$ cat src/rtl/rv32i_pkg.sv
// Shared RV32I pipeline constants and types.
// Used by hazard control, forwarding and decode.
package rv32i_pkg;

    localparam logic [1:0] M2R_ALU = 2'b00;
    localparam logic [1:0] M2R_MEM = 2'b01;
    localparam logic [1:0] M2R_PC4 = 2'b10;

    localparam logic [0:0] ST_RUN      = 1'b0;
    localparam logic [0:0] ST_MEM_WAIT = 1'b1;

    typedef struct packed {
        logic pc_write;
        logic if_id_write;
        logic id_exe_write;
        logic ex_mem_write;
        logic if_id_flush;
        logic id_exe_flush;
        logic mem_wb_flush;
    } hz_ctl_t;

    localparam hz_ctl_t CTL_IDLE = 7'b0000_000;
    localparam hz_ctl_t CTL_RUN  = 7'b1111_000;
    localparam hz_ctl_t CTL_FRZ  = 7'b0000_001;
    localparam hz_ctl_t CTL_RDR  = 7'b1111_110;
    localparam hz_ctl_t CTL_LU   = 7'b0011_010;

    function automatic logic src_hit(
        input logic       used,
        input logic [4:0] rs,
        input logic [4:0] rd
    );
        return used && (rs == rd);
    endfunction

endpackage

$ cat src/rtl/sat_counter.sv
// Saturating up-counter with synchronous clear.
// Clear wins over increment; holds at all-ones.
module sat_counter #(
    parameter int WIDTH = 8
) (
    input  logic             clk,
    input  logic             rst_n,
    input  logic             clr,
    input  logic             inc,
    output logic [WIDTH-1:0] count
);

    logic at_max;

    assign at_max = &count;

    always_ff @(posedge clk or negedge rst_n) begin
        if (!rst_n) begin
            count <= '0;
        end else if (clr) begin
            count <= '0;
        end else if (inc && !at_max) begin
            count <= count + WIDTH'(1);
        end
    end

endmodule

$ cat src/rtl/hazard_stall_controller.sv
// Stall/flush control for load-use, dmem wait and redirects.
// Also tracks dmem timeout and a saturating stall counter.
module hazard_stall_controller
    import rv32i_pkg::*;
#(
    parameter int MEM_TIMEOUT = 64,
    parameter int STALL_CNT_W = 32
) (
    input  logic                   clk,
    input  logic                   rst_n,
    input  logic [4:0]             reg_file_read_address_0_IF_ID,
    input  logic [4:0]             reg_file_read_address_1_IF_ID,
    input  logic                   use_rs1_IF_ID,
    input  logic                   use_rs2_IF_ID,
    input  logic                   reg_file_write_ID_EXE,
    input  logic [4:0]             reg_file_write_address_ID_EXE,
    input  logic [1:0]             mux_0_sel_ID_EXE,
    input  logic                   branch_taken_EXE,
    input  logic                   dmem_req_EX_MEM,
    input  logic                   dmem_ready,
    input  logic                   stall_cnt_clr,
    output logic                   pc_write,
    output logic                   if_id_write,
    output logic                   id_exe_write,
    output logic                   ex_mem_write,
    output logic                   if_id_flush,
    output logic                   id_exe_flush,
    output logic                   mem_wb_flush,
    output logic                   mem_timeout,
    output logic [STALL_CNT_W-1:0] stall_count
);

    localparam int WAIT_W = $clog2(MEM_TIMEOUT + 1);
    localparam logic [WAIT_W-1:0] WAIT_LAST = WAIT_W'(MEM_TIMEOUT - 1);

    logic [0:0]        state;
    logic [0:0]        state_nxt;
    logic [WAIT_W-1:0] wait_cnt;
    logic              wait_clr;
    logic              wait_inc;
    logic              load_use;
    logic              mem_stall;
    logic              freeze;
    logic              redirect;
    logic              lu_stall;
    logic              rd_nz;
    logic              rd_mem;
    hz_ctl_t           ctl_raw;
    hz_ctl_t           ctl;

    assign rd_nz  = reg_file_write_address_ID_EXE != 5'd0;
    assign rd_mem = mux_0_sel_ID_EXE == M2R_MEM;

    assign load_use = reg_file_write_ID_EXE && rd_mem && rd_nz &&
        (src_hit(use_rs1_IF_ID, reg_file_read_address_0_IF_ID,
                 reg_file_write_address_ID_EXE) ||
         src_hit(use_rs2_IF_ID, reg_file_read_address_1_IF_ID,
                 reg_file_write_address_ID_EXE));

    assign mem_stall = dmem_req_EX_MEM && !dmem_ready;

    // Mutually exclusive so the decoder below can be unique.
    assign freeze   = mem_stall;
    assign redirect = branch_taken_EXE && !freeze;
    assign lu_stall = load_use && !freeze && !branch_taken_EXE;

    always_comb begin
        ctl_raw = CTL_RUN;
        unique case (1'b1)
            freeze:   ctl_raw = CTL_FRZ;
            redirect: ctl_raw = CTL_RDR;
            lu_stall: ctl_raw = CTL_LU;
            default:  ctl_raw = CTL_RUN;
        endcase
    end

    assign ctl = rst_n ? ctl_raw : CTL_IDLE;

    assign pc_write     = ctl.pc_write;
    assign if_id_write  = ctl.if_id_write;
    assign id_exe_write = ctl.id_exe_write;
    assign ex_mem_write = ctl.ex_mem_write;
    assign if_id_flush  = ctl.if_id_flush;
    assign id_exe_flush = ctl.id_exe_flush;
    assign mem_wb_flush = ctl.mem_wb_flush;

    always_comb begin
        state_nxt = state;
        unique case (state)
            ST_RUN:      state_nxt = mem_stall ? ST_MEM_WAIT : ST_RUN;
            ST_MEM_WAIT: state_nxt = dmem_ready ? ST_RUN : ST_MEM_WAIT;
            default:     state_nxt = ST_RUN;
        endcase
    end

    always_ff @(posedge clk or negedge rst_n) begin
        if (!rst_n) begin
            state <= ST_RUN;
        end else begin
            state <= state_nxt;
        end
    end

    assign wait_clr = (state == ST_RUN) && mem_stall;
    assign wait_inc = state == ST_MEM_WAIT;

    sat_counter #(
        .WIDTH(WAIT_W)
    ) u_wait_cnt (
        .clk  (clk),
        .rst_n(rst_n),
        .clr  (wait_clr),
        .inc  (wait_inc),
        .count(wait_cnt)
    );

    // Raised on the edge where wait_cnt reaches MEM_TIMEOUT.
    always_ff @(posedge clk or negedge rst_n) begin
        if (!rst_n) begin
            mem_timeout <= 1'b0;
        end else if (wait_inc && (wait_cnt >= WAIT_LAST)) begin
            mem_timeout <= 1'b1;
        end
    end

    sat_counter #(
        .WIDTH(STALL_CNT_W)
    ) u_stall_cnt (
        .clk  (clk),
        .rst_n(rst_n),
        .clr  (stall_cnt_clr),
        .inc  (!pc_write),
        .count(stall_count)
    );

endmodule

$ cat config.mk
export PLATFORM = sky130hd
export DESIGN_NAME = hazard_stall_controller
export DESIGN_NICKNAME = d
export VERILOG_FILES = /design/src/rtl/rv32i_pkg.sv /design/src/rtl/sat_counter.sv /design/src/rtl/hazard_stall_controller.sv
export SDC_FILE = /design/constraint.sdc
export NUM_CORES = 1
export LEC_CHECK = 0
export CORE_AREA = 2 2 101 79
export DETAILED_ROUTE_END_ITERATION = 8
export DIE_AREA = 0 0 103 81
export HOLD_SLACK_MARGIN = 0.08
export PLACE_DENSITY = 0.71
export SYNTH_ARGS = -nofsm -noshare
export SYNTH_HDL_FRONTEND = slang
export SYNTH_SLANG_ARGS = --single-unit
$ cat constraint.sdc
create_clock -name clk -period 5 [get_ports clk]
set_input_delay 0.75 -clock clk [delete_from_list [all_inputs] [get_ports clk]]
set_output_delay 0.75 -clock clk [all_outputs]
set_load 0.01 [all_outputs]
Word-level counts from Yosys, hierarchy flattened
Index checks and enable logic that the tools add are counted.

storage, ports and cells
  bits in registers = 41
  logic and storage cells = 45
  output and inout bits = 40
  bits of input ports = 26

operators by class
  eq/ne operators = 3
  muxes and demuxes = 9
  order comparisons = 1
  bitwise logic cells = 1
  add/subtract/negate cells = 2
  reduce and logical (&&, ||, !) cells = 25

operators with widths
  cell                   number
  $mux 32                2
  $add 32x1->32 const B  1
  $reduce_and 32->1      1
  $mux 7                 3
  $pmux 7 s3             1
  $logic_and 1x1->1      13
  $eq 5x5->1             2
  $add 7x1->7 const B    1
  $ge 7x6->1 const B     1
  $reduce_and 7->1       1
  $logic_not 1->1        6
  $reduce_bool 5->1      1
  $reduce_bool 2->1      2
  $eq 2x1->1 const B     1
  $mux 1                 2
  $pmux 1 s2             1
  $logic_or 1x1->1       1
  $not 1->1              1

Depth between registers and ports, before layout
Gate-level depths: netlist (run 1).

  depth after elaboration = 12
  depth in mapped cells = 9
  depth with buffers taken out = 8

Cells and area by module
From an unflattened synthesis (run 1), not the netlist that was laid out.

unflattened totals
  cell total of the unflattened synthesis = 270
  area, all modules = 2570.0 µm²

modules (own cells, without submodules)
  module                     area each (µm²)  instances  sequential area each (µm²)  cells each
  sat_counter (u_stall_cnt)  1865.5           1          800.8                       190
  sat_counter (u_wait_cnt)   399.1            1          175.2                       39
  hazard_stall_controller    305.3            1          50.0                        41

Least setup slack after synthesis (run 1)
OpenSTA, ideal clock, no wires.

  path type = input port to output port
  from = in reg_file_write_address_ID_EXE[1]
  to = out pc_write
  arrival = 2.154 ns
  setup slack = 2.096 ns
  stages on the path = 8
  buffers on the path = 3
  path through = or4_1 > nor2_1 > nor3_1 > a31o_1 > buf_6 > buf_6 > inv_1 > buf_4

between the ends
  word-level cells in the longest chain between the ends = 8

ends and longest elaborated chain
  element                           RTL line                       text
  start, declared                   hazard_stall_controller.sv:16  input logic [4:0] reg_file_write_address_ID_EXE,
  $eq 5x5->1                        rv32i_pkg.sv:33                return used && (rs == rd);
  $logic_and 1x1->1                 rv32i_pkg.sv:33
  $logic_or 1x1->1                  hazard_stall_controller.sv:56  reg_file_write_address_ID_EXE) ||
  $logic_and 1x1->1 *               hazard_stall_controller.sv:54  assign load_use = reg_file_write_ID_EXE && rd_mem && rd_nz &&
  $logic_and 1x1->1 * (2 in a row)  hazard_stall_controller.sv:65  assign lu_stall = load_use && !freeze && !branch_taken_EXE;
  $pmux 7 s3 *                      hazard_stall_controller.sv:69  unique case (1'b1)
  $mux 7 *                          hazard_stall_controller.sv:77  assign ctl = rst_n ? ctl_raw : CTL_IDLE;
  end, declared                     hazard_stall_controller.sv:22  output logic pc_write,

Mark *: on every way between the ends. The rest lies on a longest branch, timed or not.

Worst setup path after layout (run 1)
  from = in reg_file_write_address_ID_EXE[1]
  to = out if_id_write

between the ends
  word-level cells in the longest chain between the ends = 8

ends and longest elaborated chain
  element                           RTL line                       text
  $eq 5x5->1                        rv32i_pkg.sv:33
  $logic_and 1x1->1                 rv32i_pkg.sv:33
  $logic_or 1x1->1                  hazard_stall_controller.sv:56
  $logic_and 1x1->1 *               hazard_stall_controller.sv:54
  $logic_and 1x1->1 * (2 in a row)  hazard_stall_controller.sv:65
  $pmux 7 s3 *                      hazard_stall_controller.sv:69
  $mux 7 *                          hazard_stall_controller.sv:77
  end, declared                     hazard_stall_controller.sv:23  output logic if_id_write,

Marked as above.

==> flow_summary.json, run 1 <==
{
  "start_util": 0.333,
  "grt_pass1_vias": 2124,
  "synth_warnings": 0,
  "core-area_mm2": 0.00750,
  "critPathLaunchType": "primary input",
  "viasPerCell": 4.95,
  "relSlewSlack": 0.416,
  "p_total_w": 0.000691,
  "r2r_cells": 7,
  "antenna_found_initial": 0,
  "drt_pass1_iterations": 4,
  "syn-instance-count": 268,
  "crit_path_max_fanout": 21,
  "drc": 0,
  "synth.distinct_cells": 48,
  "grt_start_max_net_pins": 44,
  "chipHeight_um": 81,
  "final_hold_viol_count": 0,
  "grt_first_pass_wirelength_um": 9920,
  "critPathMaxStageDelay_ps": 560,
  "synth_area_mm2": 0.00250,
  "die_w_um": 103,
  "whs_ps": 462,
  "endpoint_kind": "output pin",
  "cts_root_buf": "clkbuf_8",
  "cts_sinks": 41,
  "die_area_mm2": 0.00834,
  "routedWlPerCell_um": 13.8,
  "path_cells": "clkdlybuf4s50_1 > or4_1 > nor2_1 > nor3_1 > a31o_1 > buf_4 > inv_1 > clkdlybuf4s50_1",
  "clock_path_buffers": 2,
  "ios": 66,
  "finalMaxSlewViolations": 0,
  "grt_util_all_layers": 0.153,
  "avgSynthCellArea_um2": 9.32,
  "drtIter0Drc": 108,
  "rsz0062_at_grt": "no",
  "vdd_drop_max_uv": 137,
  "cp.required_ps": 4250,
  "finalCritPeriodShare": 0.753,
  "clock_latency_ps": 300,
  "setup_viol": 0,
  "cts_buffers": 5,
  "leakagePower_nw": 1.36,
  "fmax_mhz": 266,
  "period_minus_slack_ps": 3760,
  "overflow": 0,
  "p_per_area_mw_per_mm2": 208,
  "crit_type": "primary input to output pin",
  "status": "completed",
  "antenna_cells": 0,
  "cpMostUsedCell": "clkdlybuf4s50_1",
  "drt_wl_total_um": 6060,
  "multi_input_area_mm2": 0.00135,
  "final_nets": 360,
  "syn_nets": 296,
  "tightest_slew_ps": 873,
  "tns_ps": 0,
  "io_buffers": 65,
  "nFillCells": 762,
  "ctsResizeCount": 0,
  "place.gp.congestion": 0.880,
  "drive_gt1_frac": 0.0991,
  "crit_slowest_cell": "or4_1",
  "vias": 2168,
  "h-tree-depth": 2,
  "fp-row-count": 28,
  "ys_seq_area_frac": 0.411,
  "hp-class": "flip-flop to flip-flop",
  "cap_violations": 0,
  "area_growth_pct": 33.1,
  "place_hpwl_um": 4420,
  "worstHoldPathCells": 1,
  "cts_hold_buf": 0,
  "regArea_mm2": 0.00103,
  "skew_ps": 5.83,
  "post_cts_buffers": 0,
  "ys_seq_elements": 41,
  "ant_nets": 0,
  "cts_tree": "yes",
  "path_clk_slew_ps": 80,
  "arrival_ps": 3010
}
power by group:
group	total (W)	switching, W	internal (W)	leakage, nW
Sequential	0.000357	0.0000141	0.000343	0.566
Combinational	0.0000934	0.0000443	0.0000491	0.741
Clock	0.000241	0.000116	0.000125	0.0542
worst max-delay path, delay by kind of cell:
family          cells  cell delay [ps]
simple gates        3              730
compound gates      1              220
buf+inv             4             1300
cell usage after synthesis (all sizes together):
master | instances | area [um2]
mux2 | 3 | 41.3
xnor2 | 14 | 123
nor2b | 2 | 12.5
and2 | 2 | 12.5
or3 | 9 | 56.3
o31ai | 2 | 15.0
nor2 | 39 | 151
clkbuf | 5 | 18.8
o22ai | 1 | 6.26
nor4 | 1 | 21.3
or4 | 2 | 15.0
mux2i | 1 | 10.0
nand3b | 2 | 18.8
nand2b | 1 | 6.26
o41ai | 1 | 8.76
a31o | 2 | 17.5
o311ai | 2 | 17.5
a21oi | 11 | 62.6
a21o | 1 | 7.51
inv | 12 | 45.0
a21boi | 1 | 7.51
and3 | 11 | 68.8
nand4 | 20 | 176
buf | 6 | 56.3
o21ai | 13 | 65.1
nand3 | 18 | 113
and4 | 4 | 37.5
dfrtp | 41 | 1030
xor2 | 17 | 149
nand2 | 15 | 56.3
ha | 2 | 25.0
or2 | 3 | 18.8
nor3 | 4 | 31.3
through the flow:
| step | std cells | instance area (um2) | utilization | setup WS [ps] |
|---|---|---|---|---|
| after floorplan | 268 | 2500 | - | 2100 |
| after global placement | 430 | 3220 | 0.430 | 1260 |
| after detailed placement | 430 | 3220 | 0.430 | 1230 |
| after CTS | 438 | 3320 | 0.443 | 1220 |
| after global routing | 438 | 3320 | 0.443 | 1140 |
| final | 438 | 3320 | 0.443 | 1240 |
metal layers:
layer | track usage | wire length [um] | up-vias
li1 | - | - | 1075
met1 | 0.202 | 2850 | 1021
met2 | 0.247 | 2690 | 66
met3 | 0.0430 | 429 | 6
met4 | 0.0447 | 89 | 0
met5 | 0 | 0 | -
registers in the layout (all words and copies together) (netlist names):
signal / flops
state: 1
u_wait_cnt.count: 7
u_stall_cnt.count: 32
mem_timeout: 1
cell usage in the layout, fill, tap and decap left out, types with 11 or more instances in the layout:
cell type        count
clkdlybuf4s50_1     64
nand3_1             15
nand4_1             16
dfrtp_1             41
xnor2_1             14
nor2_1              37
inv_1               12
and3_1              11
nand2_1             15
xor2_1              17
final timing paths:
| kind | from | endpoint | slack [ps] |
|---|---|---|---|
| worst max-delay path | reg_file_write_address_ID_EXE[1] | if_id_write | 1240 |
| worst min-delay path | mem_timeout | mem_timeout | 460 |
| worst max register to register | u_stall_cnt.count[7] | u_stall_cnt.count[27] | 2690 |
| worst min register to register | mem_timeout | mem_timeout | 460 |
| max in group asynchronous | rst_n | u_stall_cnt.count[1] | 4080 |
| min in group asynchronous | rst_n | u_wait_cnt.count[4] | 560 |
cell families (layout without fill, tap and decap cells):
logic type | Yosys count | count (layout) | share of synthesized area
fa+ha+maj | 2 | 2 | 0.0100
flops | 41 | 41 | 0.411
xor+xnor | 31 | 31 | 0.109
compound gates | 34 | 34 | 0.0832
buf+inv | 23 | 88 | 0.0481
simple gates | 133 | 133 | 0.319
mux | 4 | 4 | 0.0205
layout make-up:
class / count / area share
sequential: 41 / 0.309
multi-input combinational: 204 / 0.407
inverter: 12 / 0.0136
tap: 105 / 0.0395
timing repair buffer: 68 / 0.201
clock inverter: 1 / 0.00151
clock buffer: 7 / 0.0290
Power figures use the tool's default switching activity.
==> run 2: changes to the inputs <==
==> constraint.sdc (replaced) <==
create_clock -name clk -period 3.85 [get_ports clk]
set_input_delay 0.5775 -clock clk [delete_from_list [all_inputs] [get_ports clk]]
set_output_delay 0.5775 -clock clk [all_outputs]
set_load 0.01 [all_outputs]
==> flow_summary.json, run 2 (synthesized netlist as in run 1, its figures left out) <==
{
  "final_common_cell": "clkdlybuf4s50_1",
  "vdd_drop_max_uv": 165,
  "top_register": "u_stall_cnt.count",
  "r2r_cells": 7,
  "clock_latency_ps": 290,
  "design_area_mm2": 0.00332,
  "overflow": 0,
  "place.gp.congestion": 0.815,
  "die_area_mm2": 0.00834,
  "core-area_mm2": 0.00750,
  "setup_slack_ps": 593,
  "die_w_um": 103,
  "p_total_w": 0.000869,
  "drtIter0Drc": 164,
  "path_clk_slew_ps": 70,
  "whs_ps": 460,
  "drt_pass1_iterations": 4,
  "worstReg2RegEnd": "u_stall_cnt.count[28]",
  "endpoint_kind": "output pin",
  "grt_first_pass_wirelength_um": 10200,
  "cp-startpoint": "reg_file_write_address_ID_EXE[2]",
  "fmax_mhz": 307,
  "status": "completed",
  "regArea_mm2": 0.00103,
  "ant_nets": 0,
  "fp-row-count": 28,
  "finalMaxSlewViolations": 0,
  "dpl_cell_area_mm2": 0.00322,
  "cts_root_buf": "clkbuf_8",
  "relSlewSlack": 0.529,
  "cap_violations": 0,
  "place_hpwl_um": 4510,
  "final_nets": 361,
  "antenna_cells": 0,
  "leakagePower_nw": 1.36,
  "crit_path_max_fanout": 3,
  "vias": 2169,
  "r2r_start": "u_stall_cnt.count[7]",
  "h-tree-depth": 2,
  "hold_start": "mem_timeout",
  "drt_wl_total_um": 6130,
  "r2r_setup_slack_ps": 1550,
  "worstHoldPathCells": 1,
  "cts_buffers": 5,
  "drive_gt1_frac": 0.0931,
  "ios": 66,
  "antenna_found_initial": 0,
  "tightest_slew_ps": 705,
  "hp-class": "flip-flop to flip-flop",
  "hold_path_end": "mem_timeout",
  "period_minus_slack_ps": 3260,
  "finalCritPeriodShare": 0.846,
  "grt_util_all_layers": 0.155,
  "largest_reg_flops": 32,
  "cts_tree": "yes",
  "reg.largest.list": "u_stall_cnt.count: 32 flops, u_wait_cnt.count: 7 flops",
  "setup_viol": 0,
  "grt_pass1_vias": 2138,
  "chipHeight_um": 81,
  "viasPerCell": 4.95,
  "skew_ps": 2.48,
  "post-place-ws_ps": 582,
  "drc": 0,
  "cp.required_ps": 3270,
  "io_buffers": 65,
  "clock_path_buffers": 2,
  "arrival_ps": 2680,
  "p_per_area_mw_per_mm2": 262,
  "final_hold_viol_count": 0,
  "area_growth_pct": 32.9,
  "critPathLaunchType": "primary input",
  "multi_input_area_mm2": 0.00135,
  "nFillCells": 774,
  "start_util": 0.333,
  "rsz0062_at_grt": "no",
  "crit_type": "primary input to output pin",
  "routedWlPerCell_um": 14.0,
  "tns_ps": 0,
  "cts_sinks": 41,
  "grt_start_max_net_pins": 41,
  "mostFrequentLayoutCells": "clkdlybuf4s50_1 (64), dfrtp_1 (41), nor2_1 (37), xor2_1 (17), nand4_1 (16)"
}
-- run 2: stage by stage --
| step | instances | util |
|---|---|---|
| after global routing | 438 | 0.443 |
| after detailed placement | 430 | 0.430 |
| final | 438 | 0.443 |
| after floorplan | 268 | - |
| after CTS | 437 | 0.441 |
| after global placement | 430 | 0.430 |
-- run 2: worst max-delay path: stages --
cell,delay [ps]
clkdlybuf4s50_1,490
or4_1,550
nor2_1,110
nor3_1,70
a31o_1,260
inv_1,80
clkdlybuf4s50_1,530
-- run 2: worst max-delay path by stage --
stage	end	slack [ps]	cells past startpoint
global placement	if_id_write	640	7
detailed placement	if_id_write	580	7
global route	if_id_write	500	7
finish	if_id_write	590	7
CTS	if_id_write	570	7
floorplan	pc_write	1290	8
-- run 2: power by group --
part           internal, W  switching (W)
clock network     0.000142       0.000141
registers         0.000445      0.0000172
logic            0.0000641      0.0000586
-- run 2: timing repair --
action                                 in CTS  in global routing
resized for setup                           0                  0
endpoints found under the hold margin       0                  1
hold buffers                                0                  1
buffers inserted                            0                  0
-- run 2: layout make-up --
class                           instances  area share
Inverter                               12      0.0136
Tap cell                              105      0.0396
Multi-Input combinational cell        204       0.407
Clock buffer                            7      0.0260
Sequential cell                        41       0.309
Timing Repair Buffer                   69       0.204
-- run 2: per-layer routing --
| layer | track usage | up-vias | wire length (um) |
|---|---|---|---|
| met5 | 0 | - | 0 |
| met2 | 0.257 | 69 | 2790 |
| li1 | - | 1073 | - |
| met3 | 0.0344 | 8 | 346 |
| met1 | 0.208 | 1019 | 2940 |
| met4 | 0.0316 | 0 | 53 |
==> run 3: changes to the inputs <==
--- a/config.mk
+++ b/config.mk
@@ -9,7 +9,7 @@
 export DETAILED_ROUTE_END_ITERATION = 8
 export DIE_AREA = 0 0 103 81
 export HOLD_SLACK_MARGIN = 0.08
-export PLACE_DENSITY = 0.71
+export PLACE_DENSITY = 0.73
 export SYNTH_ARGS = -nofsm -noshare
 export SYNTH_HDL_FRONTEND = slang
 export SYNTH_SLANG_ARGS = --single-unit
==> constraint.sdc (replaced) <==
create_clock -name clk -period 2.74 [get_ports clk]
set_input_delay 0.411 -clock clk [delete_from_list [all_inputs] [get_ports clk]]
set_output_delay 0.411 -clock clk [all_outputs]
set_load 0.01 [all_outputs]
==> flow_summary.json, run 3 (synthesized netlist as in run 1, its figures left out) <==
{
  "ant_nets": 0,
  "worstHoldPathCells": 1,
  "drc": 0,
  "viasPerCell": 4.93,
  "largest_reg_flops": 32,
  "place.gp.congestion": 0.787,
  "cts_tree": "yes",
  "cp.required_ps": 2330,
  "cts_root_buf": "clkbuf_8",
  "relSlewSlack": 0.546,
  "drt_wl_total_um": 6010,
  "cts_sinks": 41,
  "die_w_um": 103,
  "p_per_area_mw_per_mm2": 360,
  "vdd_drop_max_uv": 233,
  "routedWlPerCell_um": 13.5,
  "skew_ps": 7.73,
  "area_growth_pct": 34.6,
  "drt_pass1_iterations": 4,
  "grt_pass1_vias": 2082,
  "rsz0062_at_grt": "no",
  "die_area_mm2": 0.00834,
  "io_buffers": 65,
  "status": "completed",
  "r2r_cells": 8,
  "setup_viol": 0,
  "grt_util_all_layers": 0.149,
  "drive_gt1_frac": 0.112,
  "fp-row-count": 28,
  "tightest_slew_ps": 679,
  "final_nets": 367,
  "hold_path_end": "mem_timeout",
  "place_hpwl_um": 4670,
  "fmax_mhz": 388,
  "start_util": 0.333,
  "grt_util_met2": 0.245,
  "core-area_mm2": 0.00750,
  "grt_use_met3": 0.0353,
  "antenna_cells": 0,
  "top_register": "u_stall_cnt.count",
  "dpl_cell_area_mm2": 0.00327,
  "crit_type": "primary input to output pin",
  "multi_input_area_mm2": 0.00135,
  "chipHeight_um": 81,
  "grt_start_max_net_pins": 33,
  "antenna_found_initial": 0,
  "r2r_setup_slack_ps": 420,
  "worstReg2RegEnd": "u_stall_cnt.count[17]",
  "clock_path_buffers": 2,
  "design_area_mm2": 0.00336,
  "nFillCells": 749,
  "drtIter0Drc": 110,
  "cap_violations": 0,
  "finalCritPeriodShare": 0.941,
  "final_common_cell": "clkdlybuf4s50_1",
  "hold_start": "mem_timeout",
  "grt_first_pass_wirelength_um": 9760,
  "cts_buffers": 5,
  "endpoint_kind": "output pin",
  "overflow": 0,
  "vias": 2194,
  "period_minus_slack_ps": 2580,
  "critPathLaunchType": "primary input",
  "r2r_start": "u_stall_cnt.count[7]",
  "h-tree-depth": 2,
  "crit_path_max_fanout": 3,
  "use_met1": 0.198,
  "path_clk_slew_ps": 70,
  "clock_latency_ps": 290,
  "hp-class": "flip-flop to flip-flop",
  "top_usage_layer": "met2",
  "tns_ps": 0,
  "post_cts_buffers": 0,
  "arrival_ps": 2170,
  "leakagePower_nw": 1.40,
  "ios": 66,
  "reg.largest.list": "u_stall_cnt.count: 32 flops, u_wait_cnt.count: 7 flops",
  "finalMaxSlewViolations": 0,
  "final_hold_viol_count": 0,
  "mostFrequentLayoutCells": "clkdlybuf4s50_1 (61), dfrtp_1 (41), nor2_1 (37), xor2_1 (17), nand4_1 (16)",
  "regArea_mm2": 0.00103
}
run 3: cell count changes in the layout (fill, tap and decap cells not counted), sizes merged:
cell | before | now
clkdlybuf4s50 | 64 | 61
dlygate4sd2 | 0 | 2
clkinv | 0 | 2
buf | 4 | 9
dlymetal6s2s | 0 | 1
run 3: area by class of cell:
| class | count | share of cell area |
|---|---|---|
| multi-input cells | 204 | 0.402 |
| flip-flops and latches | 41 | 0.305 |
| repair buffers | 75 | 0.216 |
| well taps | 105 | 0.0391 |
| clock buffers | 6 | 0.0216 |
| inverters | 12 | 0.0134 |
| clock inverters | 2 | 0.00298 |
run 3: worst max path at each step:
stage	from	end	slack [ps]	depth (start not counted)
after floorplan	reg_file_write_address_ID_EXE[1]	pc_write	510	8
after global placement	reg_file_write_address_ID_EXE[1]	if_id_write	-130	7
after detailed placement	reg_file_write_address_ID_EXE[1]	pc_write	-120	7
after CTS	reg_file_write_address_ID_EXE[1]	id_exe_flush	10	6
after global routing	reg_file_write_address_ID_EXE[0]	u_stall_cnt.count[22]	40	10
final	reg_file_write_address_ID_EXE[1]	pc_write	160	7
run 3: report_power, final:
part | switching [W] | total, W | internal [W]
sequential | 0.0000249 | 0.000651 | 0.000626
clock | 0.000204 | 0.000381 | 0.000177
combinational | 0.0000839 | 0.000178 | 0.0000944
total | 0.000313 | 0.00121 | 0.000897
run 3: routing by layer:
metal / wire [um] / up-vias / part of all wire
met5: 0 / - / 0
met4: 55 / 0 / 0.0092
met3: 457 / 7 / 0.076
met2: 2720 / 66 / 0.45
met1: 2770 / 1032 / 0.46
li1: - / 1089 / -
run 3: per-stage QoR:
step                hold slack, ps  utilization  std cells  total power (W)  setup WS, ps
global route                   498        0.448        445          0.00128          43.6
floorplan                      115            -        268         0.000744           514
CTS                            466        0.448        445          0.00123          14.6
finish                         464        0.448        445          0.00121           162
global placement               315        0.436        436         0.000837          -133
detailed placement             316        0.436        436         0.000844          -119
run 3: critical path, cell delays in order:
cell	delay, ps
clkdlybuf4s50_1	460
or4_1	540
nor2_1	100
nor3_1	70
a31o_1	250
inv_1	70
dlygate4sd2_1	260
run 3: timing repair:
item                       in CTS  in global routing
hold buffers                    1                  0
gates resized for setup         2                  2
hold endpoints to repair        9                  0
setup endpoints to repair       2                  1
